==> config.mk <==
export PLATFORM = sky130hd
export DESIGN_NAME = hub75_bcm_scheduler
export DESIGN_NICKNAME = d
export VERILOG_FILES = /design/src/rtl/hub75_bcm_scheduler.sv
export SDC_FILE = /design/constraint.sdc
export NUM_CORES = 1
export LEC_CHECK = 0
export ABC_AREA = 1
export BUFFER_PORTS_ARGS = -buffer_cell sky130_fd_sc_hd__buf_2
export CORE_UTILIZATION = 55
export DETAILED_ROUTE_END_ITERATION = 6
export PLACE_DENSITY = 0.76
export SLEW_MARGIN = 20
export SYNTH_ARGS = -nofsm -noshare
export SYNTH_HDL_FRONTEND = slang
export SYNTH_SLANG_ARGS = --single-unit
==> constraint.sdc <==
create_clock -name clk -period 4.2 [get_ports clk]
set_input_delay 0.84 -clock clk [delete_from_list [all_inputs] [get_ports clk]]
set_output_delay 0.84 -clock clk [all_outputs]
set_load 0.05 [all_outputs]
==> src/rtl/hub75_bcm_scheduler.sv <==
// HUB75 BCM strobe scheduler: sequences blank/latch/row-address around each
// bit-plane line and holds OE low for (base_time+1)*2^pix_bit clocks.
module hub75_bcm_scheduler #(
    parameter  int vpixel_p     = 64,
    parameter  int segments_p   = 2,
    parameter  int bpp_p        = 8,
    parameter  int clk_div_wd_p = 8,
    parameter  int dead_time_p  = 2,
    localparam int row_wd       = $clog2(vpixel_p / segments_p),
    localparam int bit_wd       = $clog2(bpp_p),
    localparam int on_wd        = clk_div_wd_p + bpp_p
) (
    input  logic                    clk,
    input  logic                    rst_n,
    input  logic                    i_enable,
    input  logic                    i_line_ready,
    input  logic [bit_wd-1:0]       i_pix_bit,
    input  logic [row_wd-1:0]       i_row,
    input  logic [clk_div_wd_p-1:0] i_base_time,
    output logic                    o_lat,
    output logic                    o_oe_n,
    output logic [row_wd-1:0]       o_row_addr,
    output logic                    o_blanking,
    output logic                    o_underrun,
    output logic                    o_overflow
);

    localparam int dt_wd = $clog2(dead_time_p + 1);
    localparam logic [dt_wd-1:0] dt_last = dt_wd'(dead_time_p - 1);

    typedef enum logic [2:0] {
        ST_IDLE,
        ST_PRE,
        ST_LATCH,
        ST_POST,
        ST_DISPLAY,
        ST_WAIT
    } state_t;

    state_t              state_q, state_d;
    logic [dt_wd-1:0]    dt_q, dt_d;
    logic [on_wd-1:0]    on_q, on_d;
    logic                pend_q, pend_d;
    logic [row_wd-1:0]   pend_row_q, pend_row_d;
    logic [bit_wd-1:0]   pend_bit_q, pend_bit_d;
    logic [row_wd-1:0]   row_addr_q, row_addr_d;
    logic                lat_q, lat_d;
    logic                oe_n_q, oe_n_d;
    logic                blank_q, blank_d;
    logic                underrun_q, underrun_d;
    logic                overflow_q, overflow_d;
    logic                consume;
    logic [on_wd-1:0]    base_ext;
    logic [on_wd-1:0]    on_val;

    // Plane on-time is computed at full width so the largest plane cannot wrap.
    assign base_ext = {{bpp_p{1'b0}}, i_base_time};
    assign on_val   = (base_ext + on_wd'(1)) << pend_bit_q;
    assign consume  = (state_q == ST_LATCH);

    always_comb begin
        state_d    = state_q;
        dt_d       = dt_q;
        on_d       = on_q;
        pend_d     = pend_q;
        pend_row_d = pend_row_q;
        pend_bit_d = pend_bit_q;
        row_addr_d = row_addr_q;
        underrun_d = underrun_q;
        overflow_d = overflow_q;

        if (!i_enable) begin
            state_d = ST_IDLE;
            pend_d  = 1'b0;
            dt_d    = '0;
        end else begin
            if (consume) begin
                pend_d = 1'b0;
            end
            // A pulse landing on the latch cycle refills the slot it just freed.
            if (i_line_ready) begin
                if (pend_q && !consume) begin
                    overflow_d = 1'b1;
                end else begin
                    pend_d     = 1'b1;
                    pend_row_d = i_row;
                    pend_bit_d = i_pix_bit;
                end
            end

            case (state_q)
                ST_IDLE, ST_WAIT: begin
                    if (pend_d) begin
                        state_d = ST_PRE;
                        dt_d    = '0;
                    end
                end
                ST_PRE: begin
                    if (dt_q == dt_last) begin
                        state_d    = ST_LATCH;
                        dt_d       = '0;
                        row_addr_d = pend_row_q;
                    end else begin
                        dt_d = dt_q + dt_wd'(1);
                    end
                end
                ST_LATCH: begin
                    on_d    = on_val;
                    state_d = ST_POST;
                    dt_d    = '0;
                end
                ST_POST: begin
                    if (dt_q == dt_last) begin
                        state_d = ST_DISPLAY;
                        dt_d    = '0;
                    end else begin
                        dt_d = dt_q + dt_wd'(1);
                    end
                end
                ST_DISPLAY: begin
                    if (on_q == on_wd'(1)) begin
                        if (pend_d) begin
                            state_d = ST_PRE;
                        end else begin
                            state_d    = ST_WAIT;
                            underrun_d = 1'b1;
                        end
                        dt_d = '0;
                    end else begin
                        on_d = on_q - on_wd'(1);
                    end
                end
                default: begin
                    state_d = ST_IDLE;
                end
            endcase
        end

        lat_d   = (state_d == ST_LATCH);
        oe_n_d  = (state_d != ST_DISPLAY);
        blank_d = oe_n_d;
    end

    always_ff @(posedge clk or negedge rst_n) begin
        if (!rst_n) begin
            state_q    <= ST_IDLE;
            dt_q       <= '0;
            on_q       <= '0;
            pend_q     <= 1'b0;
            pend_row_q <= '0;
            pend_bit_q <= '0;
            row_addr_q <= '0;
            lat_q      <= 1'b0;
            oe_n_q     <= 1'b1;
            blank_q    <= 1'b1;
            underrun_q <= 1'b0;
            overflow_q <= 1'b0;
        end else begin
            state_q    <= state_d;
            dt_q       <= dt_d;
            on_q       <= on_d;
            pend_q     <= pend_d;
            pend_row_q <= pend_row_d;
            pend_bit_q <= pend_bit_d;
            row_addr_q <= row_addr_d;
            lat_q      <= lat_d;
            oe_n_q     <= oe_n_d;
            blank_q    <= blank_d;
            underrun_q <= underrun_d;
            overflow_q <= overflow_d;
        end
    end

    assign o_lat      = lat_q;
    assign o_oe_n     = oe_n_q;
    assign o_row_addr = row_addr_q;
    assign o_blanking = blank_q;
    assign o_underrun = underrun_q;
    assign o_overflow = overflow_q;

endmodule

==> qor.yml <==
place_congestion: 0.933
floorplan.core_area_sq_um: 4500
numCtsBuffers: 5
synthToLayoutAreaGrowth_pct: 8.30
cp_max_fanout: 2
slew_violations: 0
global_router_s_overall_resource_usage_pct: 25.7
layout_min_cycle_time_ns: 1.91
critical_path.endpoint_type: "output port"
worstSkewPairLatency_ns: 0.30
critical_path_arrival_ns: 1.07
initial_antenna_violation_count: 0
fraction_of_final_layout_cells_with_drive_strength_greater_than_1_pct: 17.0
synth_fp_nets: 409
worst_setup_hold_path_clk_slew_ns: 0.08
setup_viol: 0
avgSynthCellArea_sq_um: 6.91
dr_wl_met2_mm: 2.68
ports: 30
synth.lib_cells_used.distinct: 32
hold_path_class: "flip-flop to flip-flop"
route.top_layer_used: "met4"
postSynthCellCount: 386
worst_setup_path_category: "flip-flop to output port"
fillerInstances: 400
critPathMaxStageDelay_ns: 0.53
met1Wirelength_mm: 2.98
detail_route.wl_per_cell_microns: 12.9
grt_start_max_net_pins: 40
synth_area_sq_um: 2670
cp_slowest_cell: "dfstp_2"
ys_seq_elements: 39
max-clock-path-buffers: 2
cts_resized: 0
synth_warnings: 0
initial_utilization_pct: 59.3
drv.max_cap_violation_count: 0
grt_pass1_wl_mm: 10.3
cts.repair_timing.setup_buffer_count: 0
first_global_vias: 2240
final.setup.tns_ns: 0
hold_slack_ns: 0.472
cts.hold.buffers_added: 0
totalWireLength_mm: 5.97
max-slew-margin-rel_pct: 42.1
route.detailed.drc: 0
outcome: "finished clean"
timing.fmax_mhz: 523
drt-vias-per-instance: 5.36
tightest_slew_ns: 0.869
finalHoldViolations: 0
cts_tree: "done"
critPathBufInv: 1
power.static_leakage_nw: 1.42
seq_area_frac_synth_pct: 36.6
post_detailed_route_count_of_antenna_violating_nets: 0
cp_cell_instances: "buf_2"
floorplan.die_area_sq_um: 5140
final_min_period_over_clock_period_pct: 45.6
firstDrtPassIters: 4
io_buffer_count: 29
unrepaired_setup_endpoints_after_global_routing: "no"
die-width_microns: 71.7
power.total_mw: 1.49
finalClockSkew_ns: 0.00953
hpwl_mm: 4.45
antennaDiodeCount: 0
fp-row-count: 24
cts-root-buf: "clkbuf_8"
critPathLaunchType: "flip-flop"
detail_route.iter0.violations: 153
worst_ep_required_time_ns: 3.36
met3_wirelength_microns: 254
design.final.nets: 434
grt_overflow_total: 0
clock_tree.htree_level_count: 2
power_density_nw_per_um2: 516
critPathTopFamily: "flip-flops"
peakVddDrop_mv: 0.290
via_count: 2488
vertical_die_dimension_microns: 71.7
clock_sink_count: 39
[area by class of cell]
type / instances / area (sq um) / share of cell area [%]
sequential: 39 / 977 / 33.8
clock inverter: 3 / 23.8 / 0.823
multi-input combinational: 292 / 1440 / 49.8
tap: 52 / 65.1 / 2.25
clock buffer: 5 / 68.8 / 2.38
timing repair buffer: 29 / 145 / 5.02
inverter: 44 / 170 / 5.89
[logic make-up (layout without fill, tap and decap cells)]
family,after synthesis,in the layout,synth area share [%]
simple gates,228,228,39.4
mux,1,1,0.422
flops,39,39,36.6
compound gates,57,57,11.7
fa+ha+maj,3,3,1.41
buf+inv,55,81,9.42
xor+xnor,3,3,0.985
[sequential cells by signal (all words and copies together) (netlist names), 2 cells and up]
register    cells
pend_bit_q      3
on_q           16
pend_row_q      5
dt_q            2
o_row_addr      5
state_q         3
[metal layers]
metal | vias up | track usage [%]
met3 | 4 | 3.94
met4 | 0 | 8.28
met1 | 1127 | 37.7
li1 | 1301 | -
met2 | 56 | 39.0
met5 | - | 0
[where the power goes]
| group | leakage [nW] | internal [mW] | switching, mW | total (mW) |
|---|---|---|---|---|
| sequential | 0.465 | 0.491 | 0.124 | 0.614 |
| combinational | 0.913 | 0.194 | 0.416 | 0.610 |
| clock | 0.0408 | 0.119 | 0.148 | 0.267 |
[cells in the final DEF, fill, tap and decap left out, types with 5 or more instances in the layout]
cell type  netlist  routed
a21oi_1         20      20
buf_2            5      29
clkbuf_8         0       5
dfrtp_1         38      38
inv_1           38      38
inv_2            5       5
nand2_1         87      87
nand2_2          7       7
nand3_1         61      61
nor2_1          47      47
nor2_2          10      10
o21ai_0         15      15
o21ai_1         11      11
o21bai_1         6       6
[worst paths after layout]
| check | cells past startpoint | end | start | slack (ns) |
|---|---|---|---|---|
| setup reg to reg | 8 | on_q[15]$_DFFE_PN0P_ | state_q[1]$_DFF_PN0_ | 2.37 |
| min in group asynchronous | 1 | on_q[11]$_DFFE_PN0P_ | rst_n | 0.64 |
| hold / removal | 1 | o_underrun$_DFFE_PN0P_ | o_underrun$_DFFE_PN0P_ | 0.47 |
| max in group asynchronous | 1 | o_row_addr[4]$_DFFE_PN0P_ | rst_n | 3.00 |
| setup / recovery | 1 | o_blanking | o_blanking$_DFF_PN1_ | 2.29 |
| hold reg to reg | 1 | o_underrun$_DFFE_PN0P_ | o_underrun$_DFFE_PN0P_ | 0.47 |
[cells in the mapped netlist (all sizes together)]
cell | instances | area share (%)
ha | 3 | 1.4
nor3 | 3 | 0.56
buf | 11 | 3.0
nand2 | 95 | 14
nor2 | 61 | 11
nand3 | 63 | 12
nand4 | 4 | 0.94
xor2 | 3 | 0.98
o21ai | 26 | 4.9
a21oi | 21 | 4.1
inv | 43 | 6.0
o311ai | 1 | 0.33
mux2 | 1 | 0.42
or2 | 1 | 0.23
dfrtp | 38 | 36
o21bai | 6 | 1.7
o21a | 1 | 0.28
o22ai | 2 | 0.47
and2 | 1 | 0.23
clkinv | 1 | 0.33
dfstp | 1 | 0.98
[per-stage QoR]
step	cell area (sq um)	cells	worst slack, ns	utilization (%)
6_report	2890	464	2.29	64.2
5_1_grt	2890	464	2.10	64.2
4_1_cts	2890	464	2.27	64.2
3_5_place_dp	2800	456	2.07	62.1
3_3_place_gp	2800	456	2.12	62.1
2_1_floorplan	2670	386	2.32	-
No activity file was read; power rests on OpenSTA's default activity.
